## config.mk

```make
export PLATFORM = sky130hd
export DESIGN_NAME = byte_word_assembler_flat
export DESIGN_NICKNAME = d
export VERILOG_FILES = /design/src/rtl/byte_word_assembler_if.sv /design/src/rtl/byte_word_assembler.sv /design/src/flat_wrapper.sv
export SDC_FILE = /design/constraint.sdc
export NUM_CORES = 1
export LEC_CHECK = 0
export BUFFER_PORTS_ARGS = -buffer_cell sky130_fd_sc_hd__buf_2
export CAP_MARGIN = 20
export CORE_UTILIZATION = 28
export CTS_BUF_LIST = sky130_fd_sc_hd__clkbuf_8
export CTS_CLUSTER_SIZE = 8
export DETAILED_ROUTE_END_ITERATION = 8
export REMOVE_ABC_BUFFERS = 1
export SYNTH_ARGS = -nofsm -noshare
export SYNTH_HDL_FRONTEND = slang
export SYNTH_SLANG_ARGS = --single-unit
```

## constraint.sdc

```tcl
create_clock -name wb_clk_i -period 2.7 [get_ports wb_clk_i]
set_input_delay 0.675 -clock wb_clk_i [delete_from_list [all_inputs] [get_ports wb_clk_i]]
set_output_delay 0.675 -clock wb_clk_i [all_outputs]
set_load 0.01 [all_outputs]
```

## src/rtl/byte_word_assembler_if.sv

```systemverilog
// Byte-in / word-out bus of byte_word_assembler.
//   byte_valid_i/byte_data_i/byte_ready_o : upstream byte handshake
//   flush_i                               : request to emit the partial word
//   word_valid_o/word_data_o/word_be_o/word_ready_i : downstream word handshake
//   sel_o                                 : lane of the next accepted byte
//   word_count_o                          : saturating count of handed-off words
// Signal suffixes are relative to the assembler; master is the assembler side,
// slave is the producer/consumer environment.
interface byte_word_assembler_if #(
  parameter int unsigned CNT_W = 16
);
  logic             byte_valid_i;
  logic [7:0]       byte_data_i;
  logic             byte_ready_o;
  logic             flush_i;
  logic             word_valid_o;
  logic [31:0]      word_data_o;
  logic [3:0]       word_be_o;
  logic             word_ready_i;
  logic [1:0]       sel_o;
  logic [CNT_W-1:0] word_count_o;

  modport master (
    input  byte_valid_i, byte_data_i, flush_i, word_ready_i,
    output byte_ready_o, word_valid_o, word_data_o, word_be_o, sel_o, word_count_o
  );

  modport slave (
    output byte_valid_i, byte_data_i, flush_i, word_ready_i,
    input  byte_ready_o, word_valid_o, word_data_o, word_be_o, sel_o, word_count_o
  );
endinterface

```

## src/rtl/byte_word_assembler.sv

```systemverilog
// Packs a byte stream little-endian into 32-bit words (first byte in [7:0]) and
// hands them to a one-word output register. A flush emits a partial word with
// unfilled lanes driven to FILL_VALUE and their byte enables cleared.
//   wb_clk_i : clock, rising edge
//   wb_rst_i : synchronous active-high reset
//   bus      : byte/word handshake bundle (see byte_word_assembler_if)
module byte_word_assembler #(
  parameter int unsigned CNT_W      = 16,
  parameter logic [7:0]  FILL_VALUE = 8'h00
) (
  input logic                 wb_clk_i,
  input logic                 wb_rst_i,
  byte_word_assembler_if.master bus
);

  typedef enum logic [0:0] {StAccum, StStall} state_e;

  state_e           state_q, state_d;
  logic [31:0]      acc_q, acc_d;
  logic [3:0]       acc_be_q, acc_be_d;
  logic [1:0]       ptr_q, ptr_d;
  logic             wv_q, wv_d;
  logic [31:0]      wd_q, wd_d;
  logic [3:0]       wbe_q, wbe_d;
  logic [CNT_W-1:0] count_q, count_d;

  logic        byte_ready;
  logic        accept;
  logic        out_free;
  logic        complete;
  logic [31:0] form_data;
  logic [3:0]  form_be;
  logic        load;
  logic [31:0] load_data;
  logic [3:0]  load_be;

  assign byte_ready = (state_q == StAccum) && !wb_rst_i;
  assign accept     = bus.byte_valid_i && byte_ready;
  assign out_free   = !wv_q || bus.word_ready_i;

  // Word as it stands including the byte accepted this cycle.
  always_comb begin
    form_data = acc_q;
    form_be   = acc_be_q;
    if (accept) begin
      form_data[{ptr_q, 3'b000} +: 8] = bus.byte_data_i;
      form_be[ptr_q]                  = 1'b1;
    end
  end

  assign complete = (state_q == StAccum) &&
                    ((accept && (ptr_q == 2'd3)) ||
                     (bus.flush_i && ((acc_be_q != 4'd0) || accept)));

  always_comb begin
    state_d   = state_q;
    acc_d     = acc_q;
    acc_be_d  = acc_be_q;
    ptr_d     = ptr_q;
    wv_d      = wv_q;
    wd_d      = wd_q;
    wbe_d     = wbe_q;
    count_d   = count_q;
    load      = 1'b0;
    load_data = form_data;
    load_be   = form_be;

    if (wv_q && bus.word_ready_i) begin
      wv_d = 1'b0;
      if (count_q != {CNT_W{1'b1}}) begin
        count_d = count_q + CNT_W'(1);
      end
    end

    unique case (state_q)
      StAccum: begin
        if (complete) begin
          ptr_d = 2'd0;
          if (out_free) begin
            load     = 1'b1;
            acc_d    = 32'd0;
            acc_be_d = 4'd0;
          end else begin
            // Park the finished word until the output register frees up.
            acc_d    = form_data;
            acc_be_d = form_be;
            state_d  = StStall;
          end
        end else if (accept) begin
          acc_d    = form_data;
          acc_be_d = form_be;
          ptr_d    = ptr_q + 2'd1;
        end
      end
      StStall: begin
        if (out_free) begin
          load      = 1'b1;
          load_data = acc_q;
          load_be   = acc_be_q;
          acc_d     = 32'd0;
          acc_be_d  = 4'd0;
          state_d   = StAccum;
        end
      end
      default: state_d = StAccum;
    endcase

    if (load) begin
      wv_d  = 1'b1;
      wbe_d = load_be;
      for (int k = 0; k < 4; k++) begin
        wd_d[8*k +: 8] = load_be[k] ? load_data[8*k +: 8] : FILL_VALUE;
      end
    end
  end

  always_ff @(posedge wb_clk_i) begin
    if (wb_rst_i) begin
      state_q  <= StAccum;
      acc_q    <= 32'd0;
      acc_be_q <= 4'd0;
      ptr_q    <= 2'd0;
      wv_q     <= 1'b0;
      wd_q     <= 32'd0;
      wbe_q    <= 4'd0;
      count_q  <= '0;
    end else begin
      state_q  <= state_d;
      acc_q    <= acc_d;
      acc_be_q <= acc_be_d;
      ptr_q    <= ptr_d;
      wv_q     <= wv_d;
      wd_q     <= wd_d;
      wbe_q    <= wbe_d;
      count_q  <= count_d;
    end
  end

  assign bus.byte_ready_o = byte_ready;
  assign bus.sel_o        = ptr_q;
  assign bus.word_valid_o = wv_q;
  assign bus.word_data_o  = wd_q;
  assign bus.word_be_o    = wbe_q;
  assign bus.word_count_o = count_q;

endmodule

```

## src/flat_wrapper.sv

```systemverilog
// flat-port wrapper written by rule: the top's interface ports become plain ports
module byte_word_assembler_flat 
#(
  parameter int unsigned CNT_W      = 16,
  parameter logic [7:0]  FILL_VALUE = 8'h00
)
  (wb_clk_i, wb_rst_i, bus_byte_valid_i, bus_byte_data_i, bus_flush_i, bus_word_ready_i, bus_byte_ready_o, bus_word_valid_o, bus_word_data_o, bus_word_be_o, bus_sel_o, bus_word_count_o);
  byte_word_assembler_if #(.CNT_W(CNT_W)) bus_i ();
  input logic wb_clk_i;
  input logic wb_rst_i;
  input wire logic [$bits(bus_i.byte_valid_i)-1:0] bus_byte_valid_i;
  input wire logic [$bits(bus_i.byte_data_i)-1:0] bus_byte_data_i;
  input wire logic [$bits(bus_i.flush_i)-1:0] bus_flush_i;
  input wire logic [$bits(bus_i.word_ready_i)-1:0] bus_word_ready_i;
  output wire logic [$bits(bus_i.byte_ready_o)-1:0] bus_byte_ready_o;
  output wire logic [$bits(bus_i.word_valid_o)-1:0] bus_word_valid_o;
  output wire logic [$bits(bus_i.word_data_o)-1:0] bus_word_data_o;
  output wire logic [$bits(bus_i.word_be_o)-1:0] bus_word_be_o;
  output wire logic [$bits(bus_i.sel_o)-1:0] bus_sel_o;
  output wire logic [$bits(bus_i.word_count_o)-1:0] bus_word_count_o;
  assign bus_i.byte_valid_i = bus_byte_valid_i;
  assign bus_i.byte_data_i = bus_byte_data_i;
  assign bus_i.flush_i = bus_flush_i;
  assign bus_i.word_ready_i = bus_word_ready_i;
  assign bus_byte_ready_o = bus_i.byte_ready_o;
  assign bus_word_valid_o = bus_i.word_valid_o;
  assign bus_word_data_o = bus_i.word_data_o;
  assign bus_word_be_o = bus_i.word_be_o;
  assign bus_sel_o = bus_i.sel_o;
  assign bus_word_count_o = bus_i.word_count_o;
  byte_word_assembler #(.CNT_W(CNT_W), .FILL_VALUE(FILL_VALUE)) u_core (.wb_clk_i(wb_clk_i), .wb_rst_i(wb_rst_i), .bus(bus_i));
endmodule
```

==> flow_metrics.py <==
metrics = {
    "status": {
        "status": "finished, final reports clean",
    },
    "route": {
        "drtAntennaViolNets": 0,
        "drc": 0,
        "routed_wirelength_um": 10200,
        "drt_iter0_markers": 261,
        "wire_per_inst_um": 15.4,
        "viasPerCell": 5.15,
        "vias": 3400,
        "drt_first_pass_iters": 4,
    },
    "global_route": {
        "grt_pass1_wl_um": 16500,
        "grt_start_max_net_pins": 41,
        "grt_usage_pct": 14.5,
        "grt_pass1_vias": 3159,
        "overflow": 0,
        "antenna_found_initial": 0,
    },
    "floorplan": {
        "fp.dieH_um": 120,
        "row_count": 42,
        "start_util_pct": 29.1,
        "die_x_um": 120,
        "core-area_mm2": 0.0135,
        "die_area_mm2": 0.0145,
        "io_pins": 69,
    },
    "placed_design": {
        "routabilityCongestion": 0.853,
        "dp_hpwl_um": 6750,
        "dpl_cell_area_mm2": 0.00441,
        "io_buffers": 68,
        "dp_cells": 643,
    },
    "clock_tree": {
        "cts_root_buf": "clkbuf_8",
        "cts_tree": "yes",
        "clkSinkCount": 92,
        "cts_max_level": 3,
        "clock_latency_ns": 0.37,
        "cts_setup_buffers": 0,
        "clockBufferDepth": 2,
        "cts_buffers": 9,
        "ctsHoldBuffers": 0,
        "cts.clk_slew.worst_paths_ns": 0.11,
        "post_cts_resized": 0,
    },
    "final_layout": {
        "syn_to_final_growth_pct": 17.7,
        "final_util_pct": 34.2,
        "nNetsFinal": 500,
        "final_cells": 660,
        "final_area_mm2": 0.00461,
        "layout-drive-gt1-share_pct": 22.6,
    },
    "timing": {
        "rsz0062_at_grt": "false",
        "fin_crit_sh_pct": 87.4,
        "slew_violations": 0,
        "setup_violations": 0,
        "fin_worst_skew_ns": 0.0163,
        "fin_crit_ns": 2.36,
        "relSlewSlack_pct": 28.0,
        "worst_pin_slew_ns": 1.08,
        "fin_tns_setup_ns": 0,
        "timing_hold_violations_final": 0,
        "fmax_mhz": 424,
    },
    "synth": {
        "synth_seq_cells": 92,
        "avgSynthCellArea_um2": 9.41,
        "synth_enable_flop_cells": 0,
        "async_flop_share_pct": 0,
        "synthTopCellsByArea": "dfxtp_1 47%, o2bb2ai_1 7.2%, a31oi_1 5.4%",
        "synth_cell_types": 50,
        "synth-main-ff-cell": "dfxtp_1",
        "synthTopCellsByCount": "92 x dfxtp_1, 49 x nand2_1, 35 x o21ai_0",
        "synth_top_area_cell": "dfxtp_1",
        "synth_top_area_share_pct": 47.1,
        "yosysSeqAreaShare_pct": 47.1,
        "yosysWarnings": 0,
        "synthCells": 416,
        "yosysMostFrequentCell": "dfxtp_1",
        "synth_area_mm2": 0.00391,
    },
    "pwr": {
        "leakagePower_uw": 0.00180,
        "ir_drop_mv": 0.414,
        "powerDensity_mw_per_mm2": 542,
    },
    "worst_hold_path": {
        "hold_path_class": "reg2reg",
    },
    "worst_setup_path": {
        "cpMaxStageDelayCell": "nor3b_1",
        "slowest_delay_ns": 0.89,
        "cp-start-kind": "flop",
        "path_max_fanout": 8,
        "cp.required_ns": 3.01,
        "critical_path.cell_chain": "inv_1 > ha_1 > nor3b_1 > a31oi_1 > o21ai_0",
        "arrival_ns": 2.67,
        "critPathCaptureType": "flop",
        "path_class": "reg2reg",
    },
    "job": {
        "max_cap_viol_count": 0,
    },
}
==> final timing paths <==
path	start	to	slack (ns)	cells after the start
max	u_core.bus.sel_o[1]	u_core.bus.word_data_o[9]	0.34	5
min	u_core.bus.word_be_o[0]	u_core.bus.word_be_o[0]	0.45	2
max reg2reg	u_core.bus.sel_o[1]	u_core.bus.word_data_o[9]	0.34	5
min reg2reg	u_core.bus.word_be_o[0]	u_core.bus.word_be_o[0]	0.45	2
==> kinds of logic (layout without fill, tap and decap cells) <==
| group | after synthesis | after routing | share of synthesized area, % |
|---|---|---|---|
| other | 0 | 1 | 0 |
| multiplexers | 2 | 2 | 0.544 |
| buffers and inverters | 29 | 96 | 3.29 |
| adder cells (fa/ha/maj) | 9 | 9 | 2.88 |
| XOR/XNOR | 1 | 1 | 0.224 |
| AO/OA/AOI/OAI | 140 | 140 | 25.4 |
| flip-flops | 92 | 92 | 47.1 |
| AND/OR/NAND/NOR | 143 | 143 | 20.6 |
==> sequential cells by signal, summed over array words and instances, names as in the netlist <==
signal and count:
u_core.acc_be_q 4, u_core.bus.sel_o 2, u_core.state_q 1, u_core.acc_q 32, u_core.bus.word_valid_o 1, u_core.bus.word_data_o 32, u_core.bus.word_be_o 4, u_core.bus.word_count_o 16
==> stage by stage <==
stage                     hold slack (ns)  setup WS [ns]  total power [uW]
after floorplan                     0.425         -0.115              1520
after global placement              0.428          0.432              1610
after detailed placement            0.434          0.351              1610
after CTS                           0.452          0.339              2530
after global routing                0.462          0.118              2600
final                               0.450          0.340              2500
==> critical path: cells and delay by family, from the launching register on <==
kind / cells / cell delay (ns)
AO/OA/AOI/OAI: 2 / 0.44
adder cells (fa/ha/maj): 1 / 0.37
buffers and inverters: 1 / 0.14
AND/OR/NAND/NOR: 1 / 0.89
flip-flops: 1 / 0.46
==> power by group <==
group | switching (uW) | internal [uW]
combinational | 141 | 60.6
sequential | 10.4 | 1370
clock | 557 | 359
total | 709 | 1790
==> layout make-up <==
cell class                 count  area [um^2]
antenna                        1         2.50
clock buffer                   9          124
clock inverter                 7         67.6
fill                        1435         8850
inverter                       6         22.5
multi-input combinational    295         1940
sequential                    92         1840
tap                          176          220
timing repair buffer          74          385
==> layer usage <==
metal | part of all wire, % | GRT usage [%] | up-vias
met5 | 0 | 0 | -
met4 | 1.3 | 3.78 | 0
met3 | 6.2 | 3.58 | 10
met2 | 44 | 22.3 | 101
met1 | 48 | 20.1 | 1621
li1 | - | - | 1668
==> cell usage in the layout, fill, tap and decap left out, types with 6 or more instances in the layout <==
master	synthesis	routed
nor2b_1	34	34
inv_1	6	6
a31oi_1	34	34
o2bb2ai_1	32	32
a21oi_1	13	13
o21ai_0	35	35
buf_2	15	68
nor2_1	11	11
nand2_1	49	49
buf_4	0	6
nor3_1	7	7
clkbuf_8	0	9
dfxtp_1	92	92
ha_1	9	9
Note: power is estimated with default switching activity, not from simulation.
